--- config.mk ---
export PLATFORM = sky130hd
export DESIGN_NAME = muxf_rr_reg
export DESIGN_NICKNAME = d
export VERILOG_FILES = /design/src/rtl/muxf_rr_reg.sv
export SDC_FILE = /design/constraint.sdc
export NUM_CORES = 1
export LEC_CHECK = 0
export BUFFER_PORTS_ARGS = -buffer_cell sky130_fd_sc_hd__buf_4
export CAP_MARGIN = 30
export CORE_AREA = 5 5 42 44
export CTS_BUF_LIST = sky130_fd_sc_hd__clkbuf_8
export CTS_CLUSTER_SIZE = 12
export DETAILED_ROUTE_END_ITERATION = 8
export DIE_AREA = 0 0 47 49
export GPL_ROUTABILITY_DRIVEN = 0
export MAX_ROUTING_LAYER = met4
export PLACE_DENSITY = 0.41
export SYNTH_ARGS = -nofsm -noshare
export SYNTH_HDL_FRONTEND = slang
export SYNTH_SLANG_ARGS = --single-unit
--- constraint.sdc ---
create_clock -name C -period 1.14 [get_ports C]
set_input_delay 0.171 -clock C [delete_from_list [all_inputs] [get_ports C]]
set_output_delay 0.171 -clock C [all_outputs]
set_load 0.05 [all_outputs]
--- src/rtl/muxf_rr_reg.sv ---
// muxf_rr_reg
//   N-channel multiplexer into a single registered output slot with a
//   valid/ready handshake on both sides. The channel is chosen either by S
//   (RR=0) or by a rotating round-robin pointer (RR=1). A word that is
//   accepted on channel k appears on O one cycle later, with OSEL = k and
//   OV = 1. The slot can be consumed and reloaded in the same cycle, so it
//   sustains one word per clock.
//
// Ports
//   C     clock; all state changes on the rising edge
//   CLR   asynchronous active-high reset
//   CE    clock enable; when low, all state holds and IR is 0
//   I     channel data, channel k at bits [k*WIDTH +: WIDTH]
//   IV    per-channel valid
//   IR    per-channel ready (combinational, one-hot or zero)
//   S     channel select (RR=0 only)
//   O     registered output data
//   OV    registered output valid
//   OR    downstream ready
//   OSEL  registered index of the channel whose word is in O
module muxf_rr_reg #(
    parameter int WIDTH = 1,
    parameter int N     = 2,
    parameter int RR    = 0,
    localparam int SELW = (N <= 2) ? 1 : $clog2(N)
) (
    input  logic                 C,
    input  logic                 CLR,
    input  logic                 CE,
    input  logic [N*WIDTH-1:0]   I,
    input  logic [N-1:0]         IV,
    output logic [N-1:0]         IR,
    input  logic [SELW-1:0]      S,
    output logic [WIDTH-1:0]     O,
    output logic                 OV,
    input  logic                 OR,
    output logic [SELW-1:0]      OSEL
);

    logic            ld;
    logic            sel_valid;
    logic            rr_valid;
    logic [SELW-1:0] rr_idx;
    logic            grant_valid;
    logic [SELW-1:0] grant_idx;
    logic [SELW-1:0] p;
    logic [SELW-1:0] p_next;
    logic [N-1:0]    rot;
    logic [WIDTH-1:0] grant_data;
    int              rr_off;
    int              rr_sum;

    // The slot may take a new word when it is empty or being drained now.
    assign ld = CE & (~OV | OR);

    // Select mode: an index beyond the last channel never grants.
    assign sel_valid = (int'(S) < N) ? IV[S] : 1'b0;

    // Round-robin search: rotate IV so the pointer channel lands at bit 0,
    // take the lowest set bit, then rotate the offset back into a channel.
    always_comb begin
        rot      = N'({IV, IV} >> p);
        rr_valid = 1'b0;
        rr_off   = 0;
        for (int j = N - 1; j >= 0; j--) begin
            if (rot[j]) begin
                rr_valid = 1'b1;
                rr_off   = j;
            end
        end
        rr_sum = int'(p) + rr_off;
        if (rr_sum >= N) begin
            rr_sum = rr_sum - N;
        end
        rr_idx = SELW'(rr_sum);
    end

    assign grant_valid = (RR != 0) ? rr_valid : sel_valid;
    assign grant_idx   = (RR != 0) ? rr_idx   : S;

    // Ready is gated by CLR so nothing is offered while reset is held.
    assign IR = (ld && grant_valid && !CLR) ? (N'(1) << grant_idx) : '0;

    always_comb begin
        grant_data = '0;
        for (int k = 0; k < N; k++) begin
            if (grant_idx == SELW'(k)) begin
                grant_data = I[k*WIDTH +: WIDTH];
            end
        end
    end

    assign p_next = (grant_idx == SELW'(N - 1)) ? '0 : grant_idx + 1'b1;

    // Output slot and pointer. A load cycle without a grant empties the slot
    // but leaves O/OSEL untouched, so O only ever changes on a transfer.
    always_ff @(posedge C or posedge CLR) begin
        if (CLR) begin
            O    <= '0;
            OV   <= 1'b0;
            OSEL <= '0;
            p    <= '0;
        end else if (ld) begin
            if (grant_valid) begin
                O    <= grant_data;
                OSEL <= grant_idx;
                OV   <= 1'b1;
                p    <= p_next;
            end else begin
                OV   <= 1'b0;
            end
        end
    end

endmodule

==> impl_metrics.env, run 1 <==
export IMPL_outcome="finished, violations left"
export IMPL_violations="setup timing"
export IMPL_synth_nets=27
export IMPL_mostFrequentLayoutCells="14 x buf_4, 3 x inv_1, 3 x clkbuf_8, 3 x buf_6"
export IMPL_grt_pass1_wl_mm=1.145
export IMPL_die_area_mm2=0.002303
export IMPL_finalSetupViolations=2
export IMPL_drive_gt1_share_pct=77.50
export IMPL_synthCells=18
export IMPL_ios=14
export IMPL_root_buffer="clkbuf_8"
export IMPL_antenna_found_initial=0
export IMPL_clk_pin_slew_ps=30
export IMPL_synth_area_leaders="dfrtp_1 39%, mux2_4 16%, mux2_2 5.9%, nand2_1 5.9%, a21bo_2 5.2%"
export IMPL_ys_seq_area_share_pct=39.22
export IMPL_end_kind="primary output"
export IMPL_fill_cells=154
export IMPL_final_cells=56
export IMPL_track_usage_pct=7.598
export IMPL_ys_warn_count=0
export IMPL_hold_path_cell_count=3
export IMPL_crit_type="register to primary output"
export IMPL_hold_path_end="O"
export IMPL_die_h_um=49
export IMPL_h_tree_depth=1
export IMPL_fin_ws_ps=-234.7
export IMPL_ant_nets=0
export IMPL_antenna_cells=0
export IMPL_syn_avg_cell_area_um2=10.64
export IMPL_yosys_cell_types_count=12
export IMPL_syn2layout_area_growth_pct=134.0
export IMPL_finClkSkew_ps=0.1741
export IMPL_clock_fmax_mhz=727.4
export IMPL_cts_setup_buffers=0
export IMPL_hp_class="input pin to register"
export IMPL_cts_tree="done"
export IMPL_crit_required_ps=970
export IMPL_die_width_um=47
export IMPL_r2r_start="OV"
export IMPL_drtIter0Drc=2
export IMPL_multi_input_area_um2=150.1
export IMPL_wl_um=695
export IMPL_synthesis_area_um2=191.4
export IMPL_cts_made_buffers=3
export IMPL_ys_ff_latch=3
export IMPL_grt_pass1_vias=249
export IMPL_setup_worst_path_start_class="register"
export IMPL_avgRoutedWirePerCell_um=12.41
export IMPL_dp_hpwl_um=557.9
export IMPL_max_cap_violations=0
export IMPL_synth_top_cell_by_area="dfrtp_1"
export IMPL_dp_cells=51
export IMPL_worstHoldStart="I[0]"
export IMPL_dr_total_vias=217
export IMPL_rsz0062_at_grt="true"
export IMPL_slew_limit_headroom_pct=85.48
export IMPL_max_stage_delay_ps=410
export IMPL_crit_arrival_ps=1200
export IMPL_power_leakage_nw=0.2280
export IMPL_rows=14
export IMPL_drt_pass1_iter_count=2
export IMPL_vdd_drop_max_v=0.0009084
export IMPL_rrSetupSlack_ps=40
export IMPL_portBuffers=13
export IMPL_max_slew_worst_pin_slew_ps=216.9
export IMPL_netlist_area_leader_share_pct=39.22
export IMPL_start_util_pct=13.66
export IMPL_min_period_ps=1375
export IMPL_grt_overflow_total=0
export IMPL_crit_slowest_cell="dfrtp_2"
export IMPL_final_nets=50
export IMPL_cts_buffer_depth=2
export IMPL_coreArea_mm2=0.001401
export IMPL_regToRegEndpoint="O"
export IMPL_worstPathMaxFanout=3
export IMPL_ff2ff_path_depth=4
export IMPL_clk_latency_ps=210
export IMPL_via_per_inst=3.875
export IMPL_drv_slew=0
export IMPL_grt_max_degree=4
export IMPL_regArea_um2=76.32
export IMPL_layout_commonest_cell="buf_4"
export IMPL_path_cells="nand2b_4 -> nand2_4 -> nor4b_4 -> buf_6"
export IMPL_min_period_over_period_pct=120.6
export IMPL_drcViolationCount=0
export IMPL_cts_sinks=3
export IMPL_post_route_util_pct=31.96
export IMPL_hold_viol=0
export IMPL_power_density_mw_per_mm2=1541
[synthesized netlist by cell type]
cell type / count
dfrtp_1: 3
nand2_1: 3
inv_1: 2
mux2_4: 2
a21bo_2: 1
a31o_2: 1
mux2_2: 1
nand2b_1: 1
nand3_2: 1
nor3_1: 1
nor4b_1: 1
o211ai_1: 1
[kinds of logic (layout without fill, tap and decap cells)]
logic type             count (synthesis)  in the layout  share of synthesized area, %
flip-flops                             3              3                         39.21
AO/OA/AOI/OAI                          3              3                         13.73
AND/OR/NAND/NOR                        7              7                         21.57
buffers and inverters                  2             24                         3.923
multiplexers                           3              3                         21.57
[cell type report]
class                           count  share of cell area, %
Timing Repair Buffer               18                  33.24
Sequential cell                     3                  17.04
Tap cell                           16                  4.469
Inverter                            2                  1.676
Clock inverter                      1                 0.8380
Clock buffer                        3                  9.218
Multi-Input combinational cell     13                  33.52
[repair_timing]
item,CTS,global route
pin swaps,1,1
endpoints found under the hold margin,3,0
gates resized for setup,2,1
hold buffers,1,0
endpoints found under the setup margin,2,3
[registers in the layout, summed over array words and instances, names as in the netlist]
signal and cells:
OSEL 1, OV 1, O 1
[where the power goes]
| group | leakage, nW | total [W] | switching [W] | internal (W) |
|---|---|---|---|---|
| Sequential | 0.0328 | 0.000142 | 0.0000142 | 0.000128 |
| Clock | 0.0269 | 0.000300 | 0.0000709 | 0.000229 |
| Combinational | 0.168 | 0.000249 | 0.000135 | 0.000113 |
[worst max-delay path: cells and delay by family, from the launching register on]
kind | cells | cell delay [ps]
flops | 1 | 410
simple gates | 3 | 380
buf+inv | 1 | 190
[how the worst max path moves through the flow]
| stage | startpoint | endpoint | cells after the start |
|---|---|---|---|
| after global placement | OV | IR[0] | 4 |
| after detailed placement | OV | IR[0] | 4 |
| final | OV | IR[0] | 4 |
| after CTS | OV | IR[0] | 4 |
| after global routing | OV | IR[0] | 4 |
| after floorplan | OV | IR[0] | 3 |
[through the flow]
stage / hold WS (ps) / setup WS (ps) / TNS (ps) / cell area (um^2) / total power, W
after global routing: 320.2 / -278.1 / -466.5 / 447.9 / 0.0007329
final: 317.2 / -234.7 / -380.9 / 447.9 / 0.0006905
after floorplan: -75.42 / -418.5 / -647.4 / 234.0 / 0.0002861
after global placement: 92.90 / -59.07 / -59.07 / 381.6 / 0.0003813
after detailed placement: 95.26 / -89.24 / -89.24 / 381.6 / 0.0003845
after CTS: 315.7 / -247.1 / -427.5 / 444.2 / 0.0007027
[per-layer routing]
layer | part of all wire (%) | wire length [um] | vias to the layer above | global-route usage (%)
li1 | - | - | 107 | -
met1 | 43 | 296 | 94 | 8.628
met2 | 44 | 307 | 14 | 10.18
met3 | 12 | 80 | 2 | 3.321
met4 | 1.4 | 10 | 0 | 5.530
met5 | 0 | 0 | - | -
(Power assumes the default switching activity.)
==> run 2: changes to the inputs <==
- ABC_AREA: unset -> 1
- PLACE_DENSITY: 0.41 -> 0.4
==> impl_metrics.env, run 2 <==
export IMPL_hold_ws_ps=309.3
export IMPL_crit_arrival_ps=1190
export IMPL_h_tree_depth=1
export IMPL_mostFrequentLayoutCells="14 x buf_4, 9 x nand2_1, 4 x inv_1, 4 x nand2_2, 3 x clkbuf_8"
export IMPL_grt_max_degree=5
export IMPL_synthCells=26
export IMPL_dp_cells=59
export IMPL_antenna_found_initial=0
export IMPL_track_usage_pct=6.006
export IMPL_violations="setup timing"
export IMPL_ant_nets=0
export IMPL_hp_class="input pin to register"
export IMPL_top_layer="met4"
export IMPL_coreArea_mm2=0.001401
export IMPL_portBuffers=13
export IMPL_rows=14
export IMPL_synth_area_leaders="dfrtp_1 41%, nand2_1 20%, nand2_2 10%, a21oi_4 8.8%, inv_1 6.1%"
export IMPL_async_flop_share_pct=100.0
export IMPL_dr_wl_met3_um=54
export IMPL_largestRegisters="O x1, OSEL x1, OV x1"
export IMPL_grt_pass1_vias=245
export IMPL_die_h_um=49
export IMPL_grt_overflow_total=0
export IMPL_dp_hpwl_um=468.3
export IMPL_yosysMostFrequentCell="nand2_1"
export IMPL_worst_path_dominant_cell_family="flip-flops"
export IMPL_ys_top_cells_by_count="10 x nand2_1, 3 x dfrtp_1, 3 x inv_1, 3 x nand2_2"
export IMPL_power_leakage_nw=0.2267
export IMPL_end_kind="primary output"
export IMPL_synth_nets=35
export IMPL_syn_avg_cell_area_um2=7.122
export IMPL_vdd_drop_max_v=0.0006284
export IMPL_finalSetupViolations=2
export IMPL_finClkSkew_ps=1.426
export IMPL_drive_gt1_share_pct=62.50
export IMPL_wl_met2_um=257
export IMPL_ys_warn_count=0
export IMPL_min_period_over_period_pct=119.2
export IMPL_die_width_um=47
export IMPL_power_density_mw_per_mm2=1558
export IMPL_ios=14
export IMPL_worstPathMaxFanout=3
export IMPL_final_nets=58
export IMPL_max_cap_violations=0
export IMPL_ys_seq_area_share_pct=40.54
export IMPL_antenna_cells=0
export IMPL_layout_commonest_cell="buf_4"
export IMPL_final_cells=64
export IMPL_synth_edf_count=0
export IMPL_dr_total_vias=233
export IMPL_root_buffer="clkbuf_8"
export IMPL_drtIter0Drc=1
export IMPL_cts_tree="done"
export IMPL_netlist_area_leader_share_pct=40.54
export IMPL_syn2layout_area_growth_pct=132.4
export IMPL_synthesis_area_um2=185.2
export IMPL_ys_flop_type="dfrtp_1"
export IMPL_dp_slack_ps=-18.93
export IMPL_fin_ws_ps=-218.4
export IMPL_placed_cell_area_um2=354.1
export IMPL_drv_slew=0
export IMPL_min_period_ps=1358
export IMPL_max_stage_delay_ps=410
export IMPL_yosys_cell_types_count=9
export IMPL_outcome="finished, violations left"
export IMPL_hold_path_cell_count=5
export IMPL_crit_buf_inv=1
export IMPL_crit_type="register to primary output"
export IMPL_crit_slowest_cell="dfrtp_2"
export IMPL_path_cells="a21oi_4 -> nand3_2 -> nor2_4 -> buf_8"
export IMPL_clock_fmax_mhz=736.2
export IMPL_setup_worst_path_start_class="register"
export IMPL_hold_viol=0
export IMPL_synth_top_cell_by_area="dfrtp_1"
export IMPL_crit_required_ps=970
export IMPL_drcViolationCount=0
export IMPL_avgRoutedWirePerCell_um=8.688
export IMPL_wl_um=556
export IMPL_wl_met1_um=215
export IMPL_crit_cells=4
export IMPL_fin_area_um2=430.4
export IMPL_cts_buffer_depth=2
export IMPL_ys_ff_latch=3
export IMPL_clk_pin_slew_ps=30
export IMPL_slew_limit_headroom_pct=90.25
export IMPL_clk_latency_ps=220
export IMPL_drt_pass1_iter_count=4
export IMPL_cts_made_buffers=3
export IMPL_die_area_mm2=0.002303
export IMPL_via_per_inst=3.641
export IMPL_ff2ff_path_depth=5
export IMPL_grt_pass1_wl_um=924
export IMPL_cts_sinks=3
export IMPL_rsz0062_at_grt="true"
export IMPL_max_slew_worst_pin_slew_ps=144.7
export IMPL_start_util_pct=13.21
## run 2: cell types whose count changed in the layout (fill, tap and decap cells not counted), moves of 2 or more
cell	before	now
buf_8	0	2
nand2_1	2	9
mux2_4	2	0
nand2_2	0	4
buf_6	3	1
nor2_4	0	2
## run 2: per-layer routing
metal  up-vias  global-route usage, %
met5         -                      -
met4         0                  6.912
met3         3                  1.476
met2         9                  7.240
met1        99                  7.080
li1        122                      -
## run 2: tightest hold or removal path: cells and delay by family
family,cells,cell delay (ps)
buffers and inverters,1,80
AND/OR/NAND/NOR,4,250
## run 2: cell type report
type | count | area, um^2
Clock buffer | 3 | 41.29
Sequential cell | 3 | 76.32
Inverter | 4 | 15.01
Tap cell | 16 | 20.02
Multi-Input combinational cell | 19 | 117.6
Clock inverter | 1 | 3.754
Timing Repair Buffer | 18 | 156.4
Fill cell | 162 | 970.9
## run 2: timing repair
item,in CTS,in global routing
endpoints found under the hold margin,3,0
setup endpoints to repair,2,4
buffers inserted,1,0
resized for setup,2,4
hold buffers,1,0
pin swaps,1,4
## run 2: where the power goes
part / switching, W / internal (W)
Sequential: 0.0000148 / 0.000129
Combinational: 0.000138 / 0.0000876
Clock: 0.0000723 / 0.000229
## run 2: path summary, 6_finish.rpt
path                       start  endpoint  slack, ps
max                           OV     IR[1]       -220
min                         I[1]         O        310
max reg2reg                   OV         O        110
min reg2reg                    O         O        470
max in group asynchronous    CLR        OV        550
min in group asynchronous    CLR        OV        490
## run 2: through the flow
step                       power, W  utilization (%)  TNS [ps]
after global placement    0.0003639            25.27    -4.337
after detailed placement  0.0003625            25.27    -18.93
after CTS                 0.0006826            30.27    -399.6
final                     0.0006706            30.71    -402.5
after global routing      0.0007140            30.71    -494.8
after floorplan           0.0002715                -    -232.4
## run 2: cells by family (layout without fill, tap and decap cells)
| family | after synthesis | in the layout | synth area share [%] |
|---|---|---|---|
| AND/OR/NAND/NOR | 17 | 17 | 39.87 |
| buffers and inverters | 4 | 26 | 8.106 |
| flip-flops | 3 | 3 | 40.54 |
| AO/OA/AOI/OAI | 2 | 2 | 11.49 |
